File: config.mk
export PLATFORM = sky130hd
export DESIGN_NAME = regfile_mp
export DESIGN_NICKNAME = d
export VERILOG_FILES = /design/src/rtl/regfile_pkg.sv /design/src/rtl/regfile_scoreboard.sv /design/src/rtl/regfile_mp.sv
export SDC_FILE = /design/constraint.sdc
export NUM_CORES = 1
export LEC_CHECK = 0
export CAP_MARGIN = 15
export CORE_MARGIN = 5
export CORE_UTILIZATION = 45
export CTS_CLUSTER_SIZE = 24
export DETAILED_ROUTE_END_ITERATION = 7
export GPL_ROUTABILITY_DRIVEN = 0
export GPL_TIMING_DRIVEN = 0
export PLACE_DENSITY_LB_ADDON = 0.1
export SKIP_LAST_GASP = 1
export SLEW_MARGIN = 20
export SYNTH_ARGS = -nofsm -noshare
export SYNTH_HDL_FRONTEND = slang
export SYNTH_SLANG_ARGS = --single-unit
File: constraint.sdc
create_clock -name i_clk -period 8.5 [get_ports i_clk]
set_input_delay 1.275 -clock i_clk [delete_from_list [all_inputs] [get_ports i_clk]]
set_output_delay 1.275 -clock i_clk [all_outputs]
set_load 0.01 [all_outputs]
File: src/rtl/regfile_pkg.sv
// Shared defaults and helpers for the multi-port register file.
// Latency: n/a (types, constants and a pure function only).
// Backpressure: n/a.
package regfile_pkg;

    localparam int DATA_W_DEF = 16;  // default register width
    localparam int ADDR_W_DEF = 4;   // default address width (16 registers)
    localparam int NUM_RD_MAX = 4;   // largest supported read-port count

    // Reset contents of register idx: its own index. The caller narrows or
    // zero-extends to DATA_W. Index 0 naturally yields 0.
    function automatic logic [31:0] reg_init_val(input int idx);
        return idx[31:0];
    endfunction

endpackage

File: src/rtl/regfile_scoreboard.sv
// Per-register busy scoreboard: reserve sets a bit, write-back clears it.
// Latency: busy set/clear and o_busy_cnt registered (1 cycle); lookup is combinational.
// Backpressure: none, every set/clear strobe is accepted in its cycle.
//
// Ports:
//   i_clk, i_reset                  clock, synchronous active-high reset
//   i_clr_a_en/_addr, i_clr_b_en/_addr   write-back clears (already qualified)
//   i_set_en, i_set_addr            reserve request (already qualified)
//   i_rd_addr / o_rd_busy           per-read-port busy lookup
//   o_busy_cnt                      registered popcount of the busy vector
module regfile_scoreboard #(
    parameter int ADDR_W = 4,
    parameter int NUM_RD = 2
) (
    input  logic                     i_clk,
    input  logic                     i_reset,
    input  logic                     i_clr_a_en,
    input  logic [ADDR_W-1:0]        i_clr_a_addr,
    input  logic                     i_clr_b_en,
    input  logic [ADDR_W-1:0]        i_clr_b_addr,
    input  logic                     i_set_en,
    input  logic [ADDR_W-1:0]        i_set_addr,
    input  logic [NUM_RD*ADDR_W-1:0] i_rd_addr,
    output logic [NUM_RD-1:0]        o_rd_busy,
    output logic [ADDR_W:0]          o_busy_cnt
);

    localparam int DEPTH = 2 ** ADDR_W;

    logic [DEPTH-1:0] busy_q, busy_d;
    logic [ADDR_W:0]  cnt_q, cnt_d;

    always_comb begin
        busy_d = busy_q;
        if (i_clr_a_en) busy_d[i_clr_a_addr] = 1'b0;
        if (i_clr_b_en) busy_d[i_clr_b_addr] = 1'b0;
        // The reserve comes from a younger instruction than the write-back,
        // so it overrides a clear of the same register.
        if (i_set_en)   busy_d[i_set_addr]   = 1'b1;

        cnt_d = '0;
        for (int i = 0; i < DEPTH; i++) begin
            cnt_d = cnt_d + (ADDR_W+1)'(busy_d[i]);
        end
    end

    always_ff @(posedge i_clk) begin
        if (i_reset) begin
            busy_q <= '0;
            cnt_q  <= '0;
        end else begin
            busy_q <= busy_d;
            cnt_q  <= cnt_d;
        end
    end

    // A write-back landing this cycle hides the stale busy bit immediately;
    // a same-cycle reserve only shows up after the edge.
    always_comb begin
        o_rd_busy = '0;
        for (int k = 0; k < NUM_RD; k++) begin
            logic [ADDR_W-1:0] a;
            a = i_rd_addr[k*ADDR_W +: ADDR_W];
            o_rd_busy[k] = busy_q[a]
                         && !(i_clr_a_en && (i_clr_a_addr == a))
                         && !(i_clr_b_en && (i_clr_b_addr == a));
        end
    end

    assign o_busy_cnt = cnt_q;

endmodule

File: src/rtl/regfile_mp.sv
// Parametrised register file: NUM_RD read ports, two write ports, write-to-read bypass, busy scoreboard.
// Latency: reads combinational (0 cycles), writes commit on the rising edge, busy count registered.
// Backpressure: none, all writes/reserves are single-cycle strobes that are always accepted.
//
// Ports:
//   i_clk, i_reset                          clock, synchronous active-high reset
//   i_rd_addr / o_rd_data / o_rd_busy       packed per-port read address, data, busy
//   i_wr_en_a/_addr_a/_data_a               write port A (ALU write-back)
//   i_wr_en_b/_addr_b/_data_b               write port B (load write-back, wins on conflict)
//   i_rsv_en / i_rsv_addr                   destination reserve from decode
//   o_busy_cnt                              registered number of busy registers
module regfile_mp
    import regfile_pkg::*;
#(
    parameter int DATA_W   = DATA_W_DEF,
    parameter int ADDR_W   = ADDR_W_DEF,
    parameter int NUM_RD   = 2,
    parameter bit ZERO_REG = 1'b0
) (
    input  logic                     i_clk,
    input  logic                     i_reset,
    input  logic [NUM_RD*ADDR_W-1:0] i_rd_addr,
    output logic [NUM_RD*DATA_W-1:0] o_rd_data,
    output logic [NUM_RD-1:0]        o_rd_busy,
    input  logic                     i_wr_en_a,
    input  logic [ADDR_W-1:0]        i_wr_addr_a,
    input  logic [DATA_W-1:0]        i_wr_data_a,
    input  logic                     i_wr_en_b,
    input  logic [ADDR_W-1:0]        i_wr_addr_b,
    input  logic [DATA_W-1:0]        i_wr_data_b,
    input  logic                     i_rsv_en,
    input  logic [ADDR_W-1:0]        i_rsv_addr,
    output logic [ADDR_W:0]          o_busy_cnt
);

    localparam int DEPTH = 2 ** ADDR_W;

    if (NUM_RD < 1 || NUM_RD > NUM_RD_MAX) begin : g_bad_num_rd
        $error("regfile_mp: NUM_RD out of range");
    end

    logic [DATA_W-1:0] mem_q [DEPTH];
    logic [DATA_W-1:0] mem_d [DEPTH];

    // With ZERO_REG, anything aimed at register 0 is dropped here, so storage,
    // bypass and scoreboard never see it.
    logic wr_a_ok, wr_b_ok, rsv_ok;
    assign wr_a_ok = i_wr_en_a && !(ZERO_REG && (i_wr_addr_a == '0));
    assign wr_b_ok = i_wr_en_b && !(ZERO_REG && (i_wr_addr_b == '0));
    assign rsv_ok  = i_rsv_en  && !(ZERO_REG && (i_rsv_addr  == '0));

    always_comb begin
        mem_d = mem_q;
        if (wr_a_ok) mem_d[i_wr_addr_a] = i_wr_data_a;
        // B is applied last so it owns the data on an address conflict.
        if (wr_b_ok) mem_d[i_wr_addr_b] = i_wr_data_b;
    end

    always_ff @(posedge i_clk) begin
        if (i_reset) begin
            for (int i = 0; i < DEPTH; i++) begin
                mem_q[i] <= DATA_W'(reg_init_val(i));
            end
        end else begin
            mem_q <= mem_d;
        end
    end

    // Read path: same-cycle write data bypasses storage, B ahead of A.
    always_comb begin
        o_rd_data = '0;
        for (int k = 0; k < NUM_RD; k++) begin
            logic [ADDR_W-1:0] a;
            a = i_rd_addr[k*ADDR_W +: ADDR_W];
            if (ZERO_REG && (a == '0))
                o_rd_data[k*DATA_W +: DATA_W] = '0;
            else if (wr_b_ok && (i_wr_addr_b == a))
                o_rd_data[k*DATA_W +: DATA_W] = i_wr_data_b;
            else if (wr_a_ok && (i_wr_addr_a == a))
                o_rd_data[k*DATA_W +: DATA_W] = i_wr_data_a;
            else
                o_rd_data[k*DATA_W +: DATA_W] = mem_q[a];
        end
    end

    regfile_scoreboard #(
        .ADDR_W (ADDR_W),
        .NUM_RD (NUM_RD)
    ) u_scoreboard (
        .i_clk        (i_clk),
        .i_reset      (i_reset),
        .i_clr_a_en   (wr_a_ok),
        .i_clr_a_addr (i_wr_addr_a),
        .i_clr_b_en   (wr_b_ok),
        .i_clr_b_addr (i_wr_addr_b),
        .i_set_en     (rsv_ok),
        .i_set_addr   (i_rsv_addr),
        .i_rd_addr    (i_rd_addr),
        .o_rd_busy    (o_rd_busy),
        .o_busy_cnt   (o_busy_cnt)
    );

endmodule

==> impl_metrics.ini <==
[status]
status = completed

[yosys]
syn_nets = 2172
synth.avg_cell_area_sq_um = 8.65
synthDominantCellAreaShare_pct = 30.5
ys_top_cells_by_count = nand2_1 (354), nor2_1 (335), dfxtp_1 (277)
ys.flop_type = dfxtp_1
synth_edf_count = 0
ys_async_sr_fraction_pct = 0
yosysWarnings = 0
synthMostInstantiatedCell = nand2_1
synth_top_cell_by_area = dfxtp_1
synth_cell_type_count = 50
yosysSeqAreaShare_pct = 30.5
synth.area.top_cells = dfxtp_1 (31%), a311oi_1 (9.4%), mux4_2 (8.6%), nand2_1 (7.3%), nor2_1 (6.9%)
synth.ff_latch_count = 277
synthesis.instances = 2100
synth_area_sq_um = 18200

[setup_path]
critPathCaptureType = flop
cpPeakStageDelay_ps = 600
path_class = in2reg
cpMaxStageDelayCell = clkdlybuf4s50_1
crit_fanout = 10
start_kind = primary input
cpMostUsedCell = fa_1
r2r_setup_slack_ps = 4280
required_ps = 8910
cp.arrival_ps = 7310
cp_num_buf_inv = 5
critPathTopFamily = adder cells
crit_chain = clkdlybuf4s50_1, buf_2, nor2_1, clkbuf_1, nand2_1, a32o_1, ha_1, fa_1, inv_1, fa_1, fa_1, inv_1, fa_1, fa_1, fa_1, a21oi_1, nor3b_1

[cells_and_area]
final_nets = 2263
drive_above_1_share_pct = 14.1
syn_to_final_growth_pct = 13.2
post-route-util_pct = 51.6

[sta]
setup_viol = 0
whs_ps = 499
final.period_utilization_pct = 81.2
max-slew-margin-rel_pct = 25.9
slew_viol_final = 0
clock_skew_ps = 11.4
worst_slack_ps = 1600
tightest_slew_ps = 1110
min_period_ps = 6900
finalSetupTns_ps = 0
fmax_ghz = 0.145
rsz0062_at_grt = false
hold_viol = 0

[clock_tree]
post-cts-setup-buffer-count = 0
clkLatencyLatePin_ps = 550
path_clk_slew_ps = 60
cts_num_sinks = 277
cts_tree = done
cts-root-buf = clkbuf_16
ctsHoldBuffers = 0
ctsHtreeMaxLevel = 2
cts_resized = 0
cts-buffers-inserted = 34
cts_buffer_depth = 3

[routing]
drcViolationCount = 0
firstDrtPassIters = 6
finalWirelength_um = 80500
viasPerCell = 6.73
drt-initial-drc-count = 2310
vias = 18459
wl_per_cell_um = 29.4
antenna_left = 0

[place]
dp_hpwl_um = 62700
pre_cts_slack_ps = 1220
port_buffers = 55

[global_route]
grt_overflow = 0
grt_max_degree = 13
first_global_vias = 18018
antenna_found_initial = 3
grt.total_usage_pct = 35.0
grt_first_pass_wirelength_um = 117000

[floorplan]
ios = 96
rows = 73
initial_utilization_pct = 45.6
coreArea_sq_um = 39800
die_h_um = 211
die_w_um = 211
die-area_sq_um = 44500

[worst_hold_path]
hold_path_class = reg2reg

[power]
leakage_nw = 7.46
ir_drop_mv = 0.169
power_density_nw_per_um2 = 173

[job]
cap_violations = 0
-- power breakdown --
part | internal, mW | switching (mW) | total, mW | leakage (nW)
clock network | 0.948 | 0.618 | 1.57 | 0.578
registers | 1.34 | 0.0339 | 1.38 | 2.25
logic | 0.231 | 0.376 | 0.607 | 4.64
-- through the flow --
step / power, mW / instances / instance area (sq um)
finish: 3.55 / 2743 / 20600
CTS: 3.53 / 2740 / 20500
global placement: 1.98 / 2680 / 19400
floorplan: 1.75 / 2100 / 18200
global route: 3.62 / 2742 / 20600
detailed placement: 1.98 / 2680 / 19400
-- tightest hold or removal path, cell delays in order, from the launching register on --
cell	delay [ps]
dfxtp_1	310
nand2_1	60
a311oi_1	80
-- worst paths after layout --
kind	from	to	cells after the start
max	i_wr_addr_a[0]	u_scoreboard.o_busy_cnt[4]	17
min	mem_q[240]	mem_q[240]	2
max reg2reg	u_scoreboard.busy_q[0]	u_scoreboard.o_busy_cnt[4]	12
min reg2reg	mem_q[240]	mem_q[240]	2
-- registers in the layout, summed over array words and instances, names as in the netlist --
| register | cells |
|---|---|
| mem_q | 256 |
| u_scoreboard.busy_q | 16 |
| u_scoreboard.o_busy_cnt | 5 |
-- cells by family (layout without fill, tap and decap cells) --
group | after synthesis | count (layout) | share of synthesized area [%]
xor gates and xnor gates | 18 | 18 | 0.868
DFF | 277 | 277 | 30.5
buffers and inverters | 265 | 380 | 6.92
adders and majority gates | 15 | 15 | 1.45
AOI/OAI and AO/OA | 398 | 398 | 17.3
muxes | 247 | 247 | 22.1
and+or+nand+nor | 880 | 880 | 20.9
other | 0 | 3 | 0
-- metal layers --
layer / GRT usage, % / part of all wire (%) / vias up
met5: 0 / 0.024 / -
met2: 54.8 / 45 / 1318
met4: 15.0 / 4.9 / 2
li1: - / - / 7929
met1: 46.1 / 39 / 8969
met3: 9.00 / 12 / 241
-- placed cells by master (no fill, tap or decap), types with 21 or more instances in the layout --
| cell type | instances |
|---|---|
| nand2_1 | 354 |
| nor2_1 | 335 |
| dfxtp_1 | 277 |
| a311oi_1 | 194 |
| clkbuf_1 | 177 |
| mux2i_1 | 81 |
| mux4_2 | 69 |
| nand3_1 | 68 |
| mux2_2 | 60 |
| o21ai_0 | 55 |
| clkdlybuf4s50_1 | 55 |
| mux4_1 | 37 |
| clkbuf_16 | 37 |
| a211oi_1 | 34 |
| buf_2 | 32 |
| o22ai_1 | 32 |
| or4_1 | 32 |
| o221a_2 | 32 |
| or2_2 | 32 |
| nor2b_1 | 23 |
| buf_1 | 21 |
| a21oi_1 | 21 |
-- final cells by class --
cell class,instances,area (sq um)
fill,3842,19300
multi-input combinational,1558,11400
sequential,277,5550
buffer,256,1220
clock buffer,57,1110
tap,525,657
timing repair buffer,55,551
clock inverter,3,65.1
inverter,9,33.8
antenna,3,7.51
(Power assumes the default switching activity.)
